===== src/rtl/hex_word_streamer.sv =====
// rtl/hex_word_streamer.sv - serialises a word into an ASCII hex byte stream, MSB nibble first
// Optional trailing CR/LF per word when HEX_STREAM_CRLF_EN is defined.
module hex_word_streamer #(
  parameter int WORD_W = 32
) (
  input  logic              clk,
  input  logic              rst,
  input  logic [WORD_W-1:0] word_in,
  input  logic              word_valid,
  output logic              word_ready,
  output logic [3:0]        nib_out,
  input  logic [7:0]        ascii_in,
  output logic [7:0]        byte_out,
  output logic              byte_valid,
  input  logic              byte_ready,
  output logic              busy
);

  localparam int NIB = WORD_W / 4;
  localparam int IW  = (NIB > 1) ? $clog2(NIB) : 1;

  typedef enum logic [2:0] {
    IDLE,
    LOAD,
    SEND
`ifdef HEX_STREAM_CRLF_EN
    ,
    CR,
    LF
`endif
  } state_t;

  state_t            state;
  logic [WORD_W-1:0] word_q;
  logic [IW-1:0]     idx;
  logic              hs;

  assign hs = byte_valid & byte_ready;

  // The converter is combinational, so the nibble must come straight off the registers.
  assign nib_out = word_q[{idx, 2'b00} +: 4];

  always_ff @(posedge clk or posedge rst) begin
    if (rst) begin
      state      <= IDLE;
      word_q     <= '0;
      idx        <= '0;
      word_ready <= 1'b0;
      byte_out   <= 8'h00;
      byte_valid <= 1'b0;
      busy       <= 1'b0;
    end else begin
      case (state)
        IDLE: begin
          word_ready <= 1'b1;
          if (word_valid && word_ready) begin
            word_q     <= word_in;
            idx        <= IW'(NIB - 1);
            busy       <= 1'b1;
            word_ready <= 1'b0;
            state      <= LOAD;
          end
        end
        LOAD: begin
          byte_out   <= ascii_in;
          byte_valid <= 1'b1;
          state      <= SEND;
        end
        SEND: begin
          if (hs) begin
            byte_valid <= 1'b0;
            // Test idx before decrementing so the index never wraps.
            if (idx != '0) begin
              idx   <= idx - IW'(1);
              state <= LOAD;
            end else begin
`ifdef HEX_STREAM_CRLF_EN
              state <= CR;
`else
              busy       <= 1'b0;
              word_ready <= 1'b1;
              state      <= IDLE;
`endif
            end
          end
        end
`ifdef HEX_STREAM_CRLF_EN
        // Each terminator spends one cycle presenting, then waits for its handshake.
        CR: begin
          if (!byte_valid) begin
            byte_out   <= 8'h0D;
            byte_valid <= 1'b1;
          end else if (hs) begin
            byte_valid <= 1'b0;
            state      <= LF;
          end
        end
        LF: begin
          if (!byte_valid) begin
            byte_out   <= 8'h0A;
            byte_valid <= 1'b1;
          end else if (hs) begin
            byte_valid <= 1'b0;
            busy       <= 1'b0;
            word_ready <= 1'b1;
            state      <= IDLE;
          end
        end
`endif
        default: state <= IDLE;
      endcase
    end
  end

endmodule


===== config.mk =====
export PLATFORM = sky130hd
export DESIGN_NAME = hex_word_streamer
export DESIGN_NICKNAME = d
export VERILOG_FILES = /design/src/rtl/hex_word_streamer.sv
export SDC_FILE = /design/constraint.sdc
export NUM_CORES = 1
export LEC_CHECK = 0
export CAP_MARGIN = 20
export CORE_MARGIN = 2
export CORE_UTILIZATION = 51
export CTS_BUF_LIST = sky130_fd_sc_hd__clkbuf_8
export DETAILED_ROUTE_END_ITERATION = 12
export HOLD_SLACK_MARGIN = 0.02
export PLACE_DENSITY = 0.82
export SYNTH_ARGS = -nofsm -noshare
export SYNTH_HDL_FRONTEND = slang
export SYNTH_SLANG_ARGS = --single-unit

===== constraint.sdc =====
create_clock -name clk -period 2.2 [get_ports clk]
set_input_delay 0.44 -clock clk [delete_from_list [all_inputs] [get_ports clk]]
set_output_delay 0.44 -clock clk [all_outputs]
set_load 0.005 [all_outputs]

---- Word level (Yosys, flattened, before mapping) ----
Cells that the tools add are included.
storage, ports and cells
  bits in registers ....................... 49
  bits of input ports ..................... 44
  output and inout bits ................... 15
  word-level logic and storage cells ...... 45
operators by class
  add/subtract/negate cells ............... 1
  equal/unequal tests ..................... 6
  shift operators ......................... 1
  mux-type cells .......................... 18
  bitwise logic cells ..................... 1
  reductions and logical operators ........ 11
operators by type and width
  kind                 count
  $shiftx 32x6->4      1
  $mux 3               5
  $pmux 3 s3           1
  $mux 1               8
  $ne 2x2->1 const B   4
  $reduce_and 4->1     2
  $pmux 1 s2           3
  $pmux 3 s2           1
  $reduce_and 2->1     3
  $reduce_bool 2->1    2
  $eq 3x1->1 const B   1
  $eq 3x2->1 const B   1
  $logic_not 3->1      1
  $reduce_and 3->1     1
  $reduce_bool 3->1    1
  $sub 3x1->3 const B  1
  $and 1x1->1          1
  $logic_and 1x1->1    1

---- Depth between registers and ports, before layout ----
Gate-level depths: netlist of the first run.
  depth after elaboration ................. 4
  mapped depth ............................ 6
  mapped depth without buffers ............ 5

---- Worst setup path after synthesis of the first run ----
OpenSTA, ideal clock, no wires.
  path kind ............................... flip-flop to output port
  start point ............................. register idx[0]
  end point ............................... output port nib_out[0]
  arrival ................................. 1323 ps
  required time ........................... 1760 ps
  setup slack ............................. 437 ps
  stages on the path, launching flop included .. 4
  path through ............................ dfrtp_1 -> buf_6 -> mux4_1 -> mux2_2
on the way
  word-level cells in the longest chain between the ends .. 1
ends and longest elaborated chain
  item                      RTL line  RTL
  start: declaration        35        logic [IW-1:0] idx;
  start signal: assignment  58        idx <= IW'(NIB - 1);
  start signal: assignment  74        idx <= idx - IW'(1);
  $shiftx 32x6->4           41        assign nib_out = word_q[{idx, 2'b00} +: 4];
  end: declaration          11        output logic [3:0] nib_out,
Every way passes these cells.

---- Worst setup path in the final report of the first run ----
Ends and elaborated chain as after synthesis.

==> results of run 1 <==
what timing repair did:
action | CTS | global route
hold endpoints to repair | 0 | 0
buffers inserted | 5 | 1
setup endpoints to repair | 4 | 4
gates resized for setup | 36 | 1
metal layers:
| layer | track usage, % | vias to the layer above | part of all wire (%) |
|---|---|---|---|
| met4 | 6.29 | 0 | 1.8 |
| met1 | 26.7 | 726 | 43 |
| met2 | 34.8 | 43 | 51 |
| met5 | 0 | - | 0 |
| li1 | - | 654 | - |
| met3 | 4.44 | 11 | 4.0 |
flip-flops by register name, indices dropped and copies added (netlist names):
register / count
word_q: 32
byte_out: 8
idx: 3
state: 2
busy: 1
byte_valid: 1
word_ready: 1
stage by stage:
| stage | setup TNS [ns] | instances |
|---|---|---|
| finish | -0.222 | 265 |
| global route | -0.355 | 265 |
| CTS | -0.255 | 265 |
| detailed placement | -0.298 | 252 |
| global placement | -0.0912 | 252 |
| floorplan | 0 | 144 |
cells by family (layout without fill, tap and decap cells):
kind of cell | after synthesis | count (layout)
AOI/OAI and AO/OA | 13 | 13
adders and majority gates | 2 | 2
buffers and inverters | 13 | 82
DFF | 48 | 48
muxes | 53 | 53
and+or+nand+nor | 15 | 15
worst min path at each step:
stage,depth (start not counted),start,to
3_5_place_dp,1,word_q[4],word_q[4]
6_report,2,rst,word_q[30]
3_3_place_gp,1,word_q[5],word_q[5]
2_1_floorplan,1,word_q[12],word_q[12]
5_1_grt,2,rst,byte_out[7]
4_1_cts,2,rst,byte_out[7]
critical path: cells and delay by family, from the launching register on:
family / cells / cell delay [ns]
buf+inv: 3 / 0.36
flops: 1 / 0.41
mux: 2 / 0.77
power breakdown:
part | leakage, nW | switching (W) | internal [W] | total [W]
clock network | 0.0593 | 0.000288 | 0.000333 | 0.000621
logic | 0.772 | 0.000606 | 0.00147 | 0.00208
registers | 0.555 | 0.000358 | 0.00132 | 0.00168
cell usage after synthesis (3+ instances only):
library cell / n / area (µm²)
buf_6: 3 / 33.8
dfrtp_1: 48 / 1200
a21oi_1: 3 / 15.0
o21ai_0: 3 / 15.0
buf_12: 3 / 60.1
mux2_4: 28 / 420
mux2_2: 16 / 180
inv_1: 4 / 15.0
mux4_1: 8 / 210
layout make-up:
cell class              instances  area (µm²)
clock buffers                   5        68.8
clock inverters                 3        38.8
fillers                       293        1280
inverters                       4        15.0
multi-input cells              83        1030
flip-flops and latches         48        1200
well taps                      52        65.1
repair buffers                 70         707
==> impl_metrics.csv, run 1 <==
group,metric,value,unit
status,outcome,"complete, but fails checks",
status,violations,"setup timing",
critical_path,endpoint,"nib_out[0]",
sta,period_minus_slack,2.28,ns
sta,setup_viol,3,
routing,antenna_left,0,
synthesis,synth_fa_ha_area_share,1.06,%
routing,remaining_drc_errors,0,
synthesis,ys_types,30,
critical_path,crit_fanout,3,
die,start_util,53.6,%
sta,fin_crit_sh,104,%
critical_path,slowest_delay,0.48,ns
routing,wire_per_inst,18.6,µm
synthesis,synthArstFlopShare,100,%
synthesis,synth-seq-cells,48,
clock_tree,cts_buffers,5,
clock_tree,insertion_delay,0.30,ns
synthesis,yosysWarnings,0,
pwr,fin_total_pwr,0.00438,W
cells_and_area,drive_gt1_share,38.0,%
synthesis,synth_xor_area_share,0,%
cells_and_area,final_core_util,70.9,%
routing,drt_iter0_drc,76,
cells_and_area,final_nets,258,
pwr,p_leak,1.39,nW
sta,slew_headroom,68.4,%
synthesis,synth_nets,190,
critical_path,required,1.76,ns
critical_path,r2r-end,"idx[0]",
sta,finClkSkew,0.00645,ns
sta,fin_hold_ws,0.442,ns
clock_tree,cts_tree,"yes",
sta,hold_viol,0,
global_routing,grt_pass1_wl,8.11,mm
sta,fmax,439,MHz
clock_tree,root_buffer,"clkbuf_8",
critical_path,worstSetupPathType,"flop to output pin",
sta,drv_slew,0,
critical_path,critPathLaunchType,"flop",
critical_path,crit_path_end_kind,"output pin",
placement,dp_hpwl,3.51,mm
die,core,4410,µm²
die,rows,24,
synthesis,yosysSeqAreaShare,50.8,%
critical_path,crit_slowest_cell,"mux4_2",
die,die_h,72.1,µm
synthesis,syn_area,2370,µm²
pwr,powerDensity,1400,nW/µm²
sta,worst_slack,-0.0797,ns
die,die_w,72.1,µm
clock_tree,htreeDepth,2,
routing,dr.pass1.iters,4,
synthesis,syn_area_per_cell,16.4,µm²
routing,routed_wl,4.94,mm
pwr,irDropWorstVdd,611,µV
die,ios,59,
clock_tree,cts_hold_buf,0,
critical_path,reg2reg_depth,8,
cells_and_area,final_cell_mix,"54 x clkdlybuf4s50_1, 48 x dfrtp_1, 31 x mux2_4",
clock_tree,clock_path_buffers,2,
routing,vias,1434,
critical_path,r2r_slack,0.30,ns
sta,rsz0062_at_grt,"yes",
clock_tree,clk_pin_slew,0.09,ns
cells_and_area,finalInstanceArea,3130,µm²
critical_path,cp_cell_sequence,"buf_6 -> buf_6 -> mux4_2 -> mux2_4 -> buf_6",
die,die_area,5200,µm²
min_path,hold_class,"input pin to async pin",
routing,via_per_inst,5.41,
synthesis,synth-compound-area-share,3.75,%
critical_path,arrival,1.84,ns
global_routing,grt_use_total,20.6,%
global_routing,gr-total-overflow,0,
synthesis,synth_simple_gate_area_share,4.60,%
synthesis,synth_top_family_by_area,"multiplexers",
global_routing,grt_max_degree,38,
critical_path,crit_path_start,"idx[0]",
cells_and_area,n_antenna_cell,0,
placement,portBuffers,58,
placement,place_ws,-0.0994,ns
clock_tree,cts_sinks,48,
cells_and_area,syn2layout_area_growth,32.3,%
critical_path,rr_startpoint,"idx[0]",
critical_path,crit_path_frequent_cell,"buf_6",
sta,worst_slew_pin_slew,0.474,ns
placement,placed_area,2980,µm²
global_routing,grt_pass1_vias,1556,
synthesis,ys.flop_type,"dfrtp_1",
synthesis,post_synth_mux_area_share,34.7,%
synthesis,synth_edf_count,0,
global_routing,antenna_found_initial,0,
synthesis,synth_cells,144,
cells_and_area,final_common_cell,"clkdlybuf4s50_1",
job,maxCapViolations,0,
placement,gp_congestion,0.790,
Note: power is estimated with default switching activity, not from simulation.
==> run 2: changes to the inputs <==
GPL_TIMING_DRIVEN = 0   (was unset)
PLACE_DENSITY = 0.93   (was 0.82)
==> run 2 against run 1 <==
Against the previous run: the flow still finishes with violations (setup timing); non-clock buffer count grew 3; wire length shrank 6.3%; clock-buffer cell count is the same; critical path type unchanged; largest power group unchanged.
==> impl_metrics.csv, run 2 (synthesized netlist as in run 1, its figures left out) <==
group,metric,value,unit
status,outcome,"complete, but fails checks",
status,violations,"setup timing",
clock_tree,cts_sinks,48,
sta,finClkSkew,0.00450,ns
cells_and_area,n_antenna_cell,0,
placement,gp_congestion,0.881,
clock_tree,htreeDepth,2,
critical_path,required,1.76,ns
clock_tree,clk_pin_slew,0.08,ns
sta,fin_crit_sh,105,%
min_path,hold_class,"input pin to async pin",
pwr,p_leak,1.40,nW
critical_path,arrival,1.86,ns
critical_path,r2r-end,"idx[0]",
critical_path,crit_path_start,"idx[0]",
global_routing,grt_pass1_wl,7.77,mm
die,core,4410,µm²
cells_and_area,largest_reg_flops,32,
clock_tree,cts_tree,"yes",
die,die_w,72.1,µm
critical_path,rr_startpoint,"idx[0]",
routing,wire_per_inst,17.3,µm
routing,antenna_left,0,
job,maxCapViolations,0,
sta,rsz0062_at_grt,"yes",
routing,vias,1459,
routing,remaining_drc_errors,0,
clock_tree,root_buffer,"clkbuf_8",
critical_path,crit_fanout,5,
placement,dp_hpwl,3.39,mm
die,die_h,72.1,µm
global_routing,antenna_found_initial,0,
clock_tree,cts_buffers,5,
cells_and_area,reg.largest.list,"word_q x32, byte_out x8, idx x3",
global_routing,grt_use_total,19.8,%
die,die_area,5200,µm²
die,ios,59,
routing,routed_wl,4.63,mm
sta,worst_slack,-0.104,ns
pwr,irDropWorstVdd,855,µV
routing,dr.pass1.iters,4,
sta,period_minus_slack,2.30,ns
global_routing,grt_max_degree,27,
pwr,fin_total_pwr,0.00429,W
cells_and_area,final_core_util,71.5,%
critical_path,crit_path_end_kind,"output pin",
cells_and_area,top_register,"word_q",
cells_and_area,syn2layout_area_growth,33.4,%
global_routing,gr-total-overflow,0,
routing,via_per_inst,5.46,
cells_and_area,final_nets,261,
critical_path,reg2reg_depth,7,
sta,hold_viol,0,
sta,slew_headroom,63.4,%
critical_path,endpoint,"nib_out[1]",
placement,portBuffers,58,
critical_path,r2r_slack,0.47,ns
critical_path,worstSetupPathType,"flop to output pin",
pwr,powerDensity,1360,nW/µm²
routing,drt_iter0_drc,64,
cells_and_area,final_cell_mix,"54 x clkdlybuf4s50_1, 48 x dfrtp_1, 32 x mux2_4",
sta,setup-tns-final,-0.238,ns
die,rows,24,
cells_and_area,drive_gt1_share,37.7,%
sta,drv_slew,0,
clock_tree,insertion_delay,0.29,ns
sta,worst_slew_pin_slew,0.549,ns
cells_and_area,stdcell_count,267,
clock_tree,clock_path_buffers,2,
sta,setup_viol,4,
placement,dp_cells,255,
critical_path,critPathLaunchType,"flop",
cells_and_area,final_common_cell,"clkdlybuf4s50_1",
sta,fmax,434,MHz
die,start_util,53.6,%
global_routing,grt_pass1_vias,1548,
==> run 2: cell type report <==
class / count / area [µm²]
timing repair buffer: 64 / 658
clock inverter: 2 / 8.76
inverter: 4 / 15.0
fill: 287 / 1260
clock buffer: 5 / 68.8
tap: 52 / 65.1
multi-input combinational: 83 / 1030
sequential: 48 / 1200
buffer: 9 / 108
==> run 2: how the worst min path moves through the flow <==
stage,to,depth (start not counted)
global route,byte_out[6],1
global placement,word_q[13],1
finish,word_q[20],2
floorplan,word_q[12],1
detailed placement,word_q[30],1
CTS,word_q[20],2
==> run 2: stage by stage <==
| step | hold slack (ns) | cell area (µm²) | setup slack, ns |
|---|---|---|---|
| 4_1_cts | 0.514 | 3180 | -0.116 |
| 6_report | 0.488 | 3160 | -0.104 |
| 5_1_grt | 0.525 | 3160 | -0.181 |
| 3_5_place_dp | 0.490 | 3030 | -0.179 |
| 3_3_place_gp | 0.484 | 3010 | -0.273 |
| 2_1_floorplan | 0.472 | 2370 | 0.437 |
==> run 2: routing by layer <==
layer,share of wire (%),global-route usage [%],up-vias
met5,0,0,-
met2,49,31.6,40
li1,-,-,666
met3,4.3,4.72,6
met4,1.1,5.66,0
met1,45,27.4,747
==> run 2: where the power goes <==
part	internal [W]	switching, W	leakage [nW]
combinational	0.00153	0.000670	0.802
clock	0.000212	0.000269	0.0452
sequential	0.00132	0.000284	0.555
total	0.00307	0.00122	1.40
==> run 2: what timing repair did <==
action,CTS,global route
hold buffers,0,0
setup endpoints to repair,4,4
buffers inserted,6,0
cloned,1,0
gates resized for setup,39,0
pin swaps,0,0
==> run 2: worst max-delay path, stage by stage (launching register included) <==
cell     delay [ns]
dfrtp_1        0.43
buf_6          0.16
buf_6          0.10
mux4_2         0.49
mux2_4         0.28
buf_6          0.11
